==> config.mk <==
export PLATFORM = sky130hd
export DESIGN_NAME = bnn_input_loader
export DESIGN_NICKNAME = d
export VERILOG_FILES = /design/src/rtl/bnn_input_loader.sv
export SDC_FILE = /design/constraint.sdc
export NUM_CORES = 2
export LEC_CHECK = 0
export ABC_AREA = 1
export ABC_CLOCK_PERIOD_IN_PS = 5900
export CORE_AREA = 2 2 311 313
export CTS_BUF_LIST = sky130_fd_sc_hd__clkbuf_2 sky130_fd_sc_hd__clkbuf_4 sky130_fd_sc_hd__clkbuf_8
export DETAILED_ROUTE_END_ITERATION = 8
export DIE_AREA = 0 0 313 315
export PLACE_DENSITY = 0.7
export RECOVER_POWER = 50
export SLEW_MARGIN = 20
export SYNTH_ARGS = -nofsm -noshare
export SYNTH_HDL_FRONTEND = slang
export SYNTH_SLANG_ARGS = --single-unit
==> constraint.sdc <==
create_clock -name clk -period 5.9 [get_ports clk]
set_clock_uncertainty 0.2 [all_clocks]
set_input_delay 1.18 -clock clk [delete_from_list [all_inputs] [get_ports clk]]
set_output_delay 1.18 -clock clk [all_outputs]
set_load 0.02 [all_outputs]
==> src/rtl/bnn_input_loader.sv <==
// Binarizing pixel-stream loader: packs thresholded pixels into an INPUT_SIZE-bit activation frame.
// Define BNN_LOADER_DBUF_EN to add a separate output register so filling overlaps with frame hold.
module bnn_input_loader #(
   parameter int unsigned      INPUT_SIZE = 784,
   parameter int unsigned      PIX_W      = 8,
   parameter logic [PIX_W-1:0] THRESHOLD  = PIX_W'(128)
) (
   input  logic                  clk,
   input  logic                  rst,
   input  logic                  pix_valid,
   input  logic [PIX_W-1:0]      pix_data,
   input  logic                  pix_last,
   output logic                  pix_ready,
   output logic                  frame_valid,
   input  logic                  frame_ready,
   output logic [INPUT_SIZE-1:0] activations_out,
   output logic                  frame_err
);

   localparam int unsigned      CNT_W    = (INPUT_SIZE > 1) ? $clog2(INPUT_SIZE) : 1;
   localparam logic [CNT_W-1:0] LAST_IDX = CNT_W'(INPUT_SIZE - 1);
   localparam logic [CNT_W-1:0] CNT_ONE  = CNT_W'(1);
   localparam logic [CNT_W-1:0] CNT_ZERO = CNT_W'(0);

   typedef enum logic [0:0] {
      FILL = 1'b0,
      HOLD = 1'b1
   } state_t;

   state_t                state_r;
   state_t                next_state_s;
   logic [CNT_W-1:0]      cnt_r;
   logic [INPUT_SIZE-1:0] fill_buf_r;
   logic [INPUT_SIZE-1:0] fill_next_s;
   logic                  frame_valid_r;
   logic                  frame_err_r;
   logic                  pix_ready_r;
   logic                  accept_s;
   logic                  pix_bit_s;
   logic                  at_last_s;
   logic                  complete_s;
   logic                  frame_error_s;
   logic                  handshake_s;
   logic                  out_free_s;
   logic                  load_out_s;
`ifdef BNN_LOADER_DBUF_EN
   logic [INPUT_SIZE-1:0] out_r;
   logic [INPUT_SIZE-1:0] out_next_s;
`endif

   // Per-pixel handshake and framing decode; pixels are only taken while filling.
   always_comb begin
      accept_s      = pix_valid & pix_ready_r & (state_r == FILL);
      pix_bit_s     = (pix_data >= THRESHOLD);
      at_last_s     = (cnt_r == LAST_IDX);
      complete_s    = accept_s & pix_last & at_last_s;
      frame_error_s = accept_s & (pix_last ^ at_last_s);
      handshake_s   = frame_valid_r & frame_ready;
      out_free_s    = ~frame_valid_r | frame_ready;
   end

   // Fill buffer with the current pixel's bit merged in at the counter position.
   always_comb begin
      fill_next_s        = fill_buf_r;
      fill_next_s[cnt_r] = pix_bit_s;
   end

   // FSM next-state and output-load decision.
   always_comb begin
      next_state_s = state_r;
      load_out_s   = 1'b0;
`ifdef BNN_LOADER_DBUF_EN
      out_next_s   = out_r;
`endif
      case (state_r)
         FILL: begin
            if (complete_s) begin
`ifdef BNN_LOADER_DBUF_EN
               if (out_free_s) begin
                  load_out_s   = 1'b1;
                  out_next_s   = fill_next_s;
                  next_state_s = FILL;
               end else begin
                  next_state_s = HOLD;
               end
`else
               load_out_s   = 1'b1;
               next_state_s = HOLD;
`endif
            end else begin
               next_state_s = FILL;
            end
         end
         HOLD: begin
`ifdef BNN_LOADER_DBUF_EN
            // Completed frame parked in the fill buffer moves out once the output register frees.
            if (out_free_s) begin
               load_out_s   = 1'b1;
               out_next_s   = fill_buf_r;
               next_state_s = FILL;
            end else begin
               next_state_s = HOLD;
            end
`else
            if (handshake_s) begin
               next_state_s = FILL;
            end else begin
               next_state_s = HOLD;
            end
`endif
         end
         default: begin
            next_state_s = FILL;
         end
      endcase
   end

   // FSM state register; pix_ready is registered from the next state so it is low in reset.
   always_ff @(posedge clk or negedge rst) begin
      if (!rst) begin
         state_r     <= FILL;
         pix_ready_r <= 1'b0;
      end else begin
         state_r     <= next_state_s;
         pix_ready_r <= (next_state_s == FILL);
      end
   end

   // Pixel counter and fill buffer; a framing error throws away the partial frame.
   always_ff @(posedge clk or negedge rst) begin
      if (!rst) begin
         cnt_r      <= CNT_ZERO;
         fill_buf_r <= '0;
      end else if (frame_error_s) begin
         cnt_r      <= CNT_ZERO;
         fill_buf_r <= '0;
      end else if (accept_s) begin
         fill_buf_r <= fill_next_s;
         cnt_r      <= at_last_s ? CNT_ZERO : (cnt_r + CNT_ONE);
      end
   end

   // Frame handshake flags and error pulse.
   always_ff @(posedge clk or negedge rst) begin
      if (!rst) begin
         frame_valid_r <= 1'b0;
         frame_err_r   <= 1'b0;
      end else begin
         frame_err_r <= frame_error_s;
         if (load_out_s) begin
            frame_valid_r <= 1'b1;
         end else if (handshake_s) begin
            frame_valid_r <= 1'b0;
         end
      end
   end

`ifdef BNN_LOADER_DBUF_EN
   // Output register, written only on a frame transfer.
   always_ff @(posedge clk or negedge rst) begin
      if (!rst) begin
         out_r <= '0;
      end else if (load_out_s) begin
         out_r <= out_next_s;
      end
   end

   assign activations_out = out_r;
`else
   assign activations_out = fill_buf_r;
`endif

   assign pix_ready   = pix_ready_r;
   assign frame_valid = frame_valid_r;
   assign frame_err   = frame_err_r;

endmodule

# --- Word level (Yosys, flattened, before mapping) ---
# Index checks and enable logic that the tools add are counted.
classes:
  add_sub_neg: 1
  n_lt_le_gt_ge: 3
  n_eq_ne: 1
  mux: 14
  n_bitwise: 9
  n_reduce_logical: 3
op_table:
  columns: ["op", "n"]
  rows:
  - ["$mux 784", 2]
  - ["$bwmux 784", 1]
  - ["$mux 10", 3]
  - ["$lt 10x11->1 const B", 1]
  - ["$add 10x1->10 const B", 1]
  - ["$demux 1 s10", 1]
  - ["$eq 10x10->1 const B", 1]
  - ["$ge 10x1->1 const B", 1]
  - ["$ge 8x8->1 const B", 1]
  - ["$and 1x1->1", 6]
  - ["$mux 1", 6]
  - ["$reduce_bool 2->1", 2]
  - ["$not 1->1", 2]
  - ["$pmux 1 s2", 1]
  - ["$logic_and 1x1->1", 1]
  - ["$xor 1x1->1", 1]
word_totals:
  reg_bits: 798
  input_bits: 13
  output_inout_bits: 787
  word_cells: 37

# --- Longest topological paths before layout ---
logic_depth:
  depth_word: 7
  depth_mapped: 11
  ltp_nobuf: 10

# --- Least setup slack after synthesis ---
# No wires, ideal clock.
synth_path:
  kind: "input port to flip-flop"
  start: "input pix_valid"
  end: "register fill_buf_r[255] (netlist: activations_out[255])"
  setup_time_ps: 62
  arrival_ps: 2271
  t_required_ps: 5638
  setup_slack_ps: 3367
  cell_stages: 8
  path_cell_list: "nand2_1 > nor2_1 > buf_2 > buf_1 > nand4_1 > nand2_1 > nand2_1 > inv_1"
synth_between:
  elab_chain_len: 4
  word_cells_on_any_way: 5
  classes_between: "mux: 1; bitwise: 3; reduce/logical: 1"
synth_lines:
  columns: ["item", "line_no", "rtl"]
  rows:
  - ["start, declared", "10", "input logic pix_valid,"]
  - ["$and 1x1->1 (*) (2 in a row)", "53", "accept_s = pix_valid & pix_ready_r & (state_r == FILL);"]
  - ["$and 1x1->1", "57", "frame_error_s = accept_s & (pix_last ^ at_last_s);"]
  - ["$mux 784 or $reduce_bool 2->1 (tied branches)", null, null]
  - ["end signal, assigned", "138", "fill_buf_r <= fill_next_s;"]
  - ["end, declared", "33", "logic [INPUT_SIZE-1:0] fill_buf_r;"]
# Every way passes the cells marked *; elsewhere a longest branch is shown, timed or not.
# A chain may end at the register's enable or synchronous reset.

# --- Final worst setup path ---
layout_path:
  start: "input pix_valid"
  end: "register fill_buf_r[624] (netlist: activations_out[624])"
# Same word-level chain as after synthesis.

==> results.py <==
metrics = {
    "detailed_routing": {
        "ant_nets": 0,
        "avgViaCountPerCell": 4.96,
        "wire_per_inst_um": 19.1,
        "drt_pass1_iterations": 6,
        "drcViolationCount": 0,
        "routed_wl_mm": 154,
        "drt-initial-drc-count": 4457,
        "vias": 40200,
    },
    "floorplan": {
        "die_area_um2": 98600,
        "pin_count": 800,
        "fp-row-count": 114,
        "die_w_um": 313,
        "core_um2": 95700,
        "initial_core_util": 0.439,
        "die_y_um": 315,
    },
    "clock_network": {
        "clock-root-buffer": "clkbuf_8",
        "ctsHoldBuffers": 0,
        "cts_sinks": 798,
        "cts_resized": 0,
        "clock_latency_ns": 0.84,
        "numCtsBuffers": 145,
        "cts_tree": "done",
        "clock_path_buffers": 3,
        "cts.reportedPaths.clkPinSlew_ns": 0.06,
        "post_cts_buffers": 0,
        "htreeDepth": 4,
    },
    "yosys": {
        "avgSynthCellArea_um2": 6.81,
        "yosysTopAreaCell": "dfrtp_1",
        "async_reset_ff_frac": 1.00,
        "yosys_most_used_dff": "dfrtp_1",
        "syn_inst": 6171,
        "netlist_area_um2": 42000,
        "ys_top_cells_by_area": "dfrtp_1 48%, nand2_1 28%, nand3_1 10%, inv_1 7.3%, clkbuf_1 3.0%",
        "synth_seq_cells": 798,
        "post-synth-top-count-cell": "nand2_1",
        "synth_fp_nets": 6188,
        "synth_top_area_share": 0.475,
        "synth.distinct_cells": 19,
        "synth_common_cells": "3082 x nand2_1, 877 x nand3_1, 812 x inv_1",
        "ys_seq_area_frac": 0.475,
        "synth-edff-count": 0,
        "yosysWarningCount": 0,
    },
    "timing": {
        "slew_headroom": -1.16,
        "period_share": 0.758,
        "min_period_ns": 4.47,
        "fmax_mhz": 224,
        "tightest_slew_ns": 3.23,
        "rsz0062_at_grt": "false",
        "setup_tns_ns": 0,
        "setup_viol": 0,
        "final_max_slew_viol_count": 389,
        "hold_viol": 0,
    },
    "global_route": {
        "grt_max_degree": 199,
        "grt_overflow": 0,
        "antenna_found_initial": 4,
        "grt_pass1_wl_mm": 230,
        "grt_pass1_vias": 36100,
        "grt_use_total": 0.307,
    },
    "cells_and_area": {
        "area.growth.synth_to_final_pct": 27.2,
        "fill_cells": 8972,
        "final_nets": 6743,
        "drive_gt1_frac": 0.0587,
        "final_cell_area_um2": 53500,
    },
    "placed_design": {
        "hpwl_mm": 96.2,
        "place_congestion": 0.828,
        "io_buffers": 792,
        "postPlaceCellArea_um2": 50600,
    },
    "run": {
        "drv_cap": 5,
    },
    "worst_setup_path": {
        "ff2ff_path_depth": 9,
        "start_kind": "primary input",
        "arrival_ns": 4.97,
        "r2r_slack_ns": 1.70,
        "crit_end": "activations_out[624]",
        "worstPathMaxFanout": 86,
        "crit_required_ns": 6.40,
        "r2r_end": "activations_out[613]",
        "rr_startpoint": "cnt_r[5]",
        "endpoint_kind": "flop",
        "startpoint": "pix_valid",
        "path_class": "primary input to flop",
    },
    "run_status": {
        "status": "finished, violations left",
        "violations": "max-capacitance violations, max-slew violations",
    },
    "power_and_ir_drop": {
        "leakagePower_nw": 32.5,
        "ir_drop_mv": 0.197,
        "powerDensity_nw_per_um2": 213,
    },
    "min_path": {
        "hp-class": "flop to flop",
    },
}
-- stage by stage --
stage	instances	hold slack, ns	worst slack, ns	util	total power (W)
after floorplan	6171	0.289	3.37	-	0.00586
final	8098	0.284	1.43	0.559	0.0114
after CTS	8093	0.200	2.32	0.559	0.0115
after global placement	7855	0.260	1.46	0.529	0.00610
after global routing	8097	0.298	1.22	0.559	0.0118
after detailed placement	7855	0.273	1.39	0.529	0.00610
-- cell families after synthesis --
logic type | share of synthesized area
and+or+nand+nor | 0.389
buffers and inverters | 0.133
DFF | 0.475
AOI/OAI and AO/OA | 0.00170
adders and majority gates | 0.00119
xor gates and xnor gates | 0.000208
-- flip-flops by register name, indices dropped and copies added (netlist names) --
signal	count
activations_out	784
cnt_r	10
frame_err	1
frame_valid	1
pix_ready	1
state_r	1
-- cell type report --
class | count | area, um^2 | share of cell area
diodes | 5 | 12.5 | 0.000234
repair buffers | 894 | 9040 | 0.169
multi-input cells | 4071 | 16900 | 0.316
flip-flops and latches | 798 | 20000 | 0.373
well taps | 1276 | 1600 | 0.0299
clock buffers | 229 | 2800 | 0.0524
clock inverters | 9 | 85.1 | 0.00159
inverters | 816 | 3060 | 0.0573
-- report_power, final --
group | switching (W) | internal [W]
Clock | 0.00241 | 0.00299
Combinational | 0.000439 | 0.0000677
Sequential | 0.00000684 | 0.00548
Total | 0.00285 | 0.00854
-- layout by cell type (no fill, tap or decap), drive strengths merged --
| cell | synthesis | routed |
|---|---|---|
| o21ai | 13 | 13 |
| nand3 | 877 | 877 |
| clkinvlp | 0 | 2 |
| nand4 | 13 | 13 |
| nand2 | 3082 | 3082 |
| diode | 0 | 5 |
| clkdlybuf4s50 | 0 | 454 |
| dfrtp | 798 | 798 |
| inv | 813 | 818 |
| xor2 | 1 | 1 |
| nor2 | 79 | 79 |
| nor3 | 1 | 1 |
| buf | 155 | 97 |
| o22ai | 1 | 1 |
| clkbuf | 331 | 236 |
| dlygate4sd3 | 0 | 336 |
| clkinv | 3 | 5 |
| ha | 4 | 4 |
-- worst max-delay path, stage by stage --
cell and delay (ns):
dlygate4sd3_1 0.64, nand2_1 0.08, nor2_1 0.53, buf_4 0.53, nand3_4 0.42, clkbuf_2 1.09, nand2_1 0.34, inv_1 0.07
-- worst min path at each step --
stage	startpoint	to	slack, ns	cells after the start
floorplan	state_r	state_r	0.29	2
global placement	activations_out[783]	activations_out[783]	0.26	2
detailed placement	activations_out[783]	activations_out[783]	0.27	2
CTS	rst	activations_out[92]	0.20	1
global route	activations_out[783]	activations_out[783]	0.30	2
finish	activations_out[783]	activations_out[783]	0.28	2
-- per-layer routing --
layer  GRT usage  up-vias  part of all wire
li1            -    19500                 -
met1       0.395    18700              0.41
met2       0.463     1603              0.44
met3      0.0866      383             0.088
met4       0.177        0             0.061
met5           0        -                 0
Power figures use the tool's default switching activity.
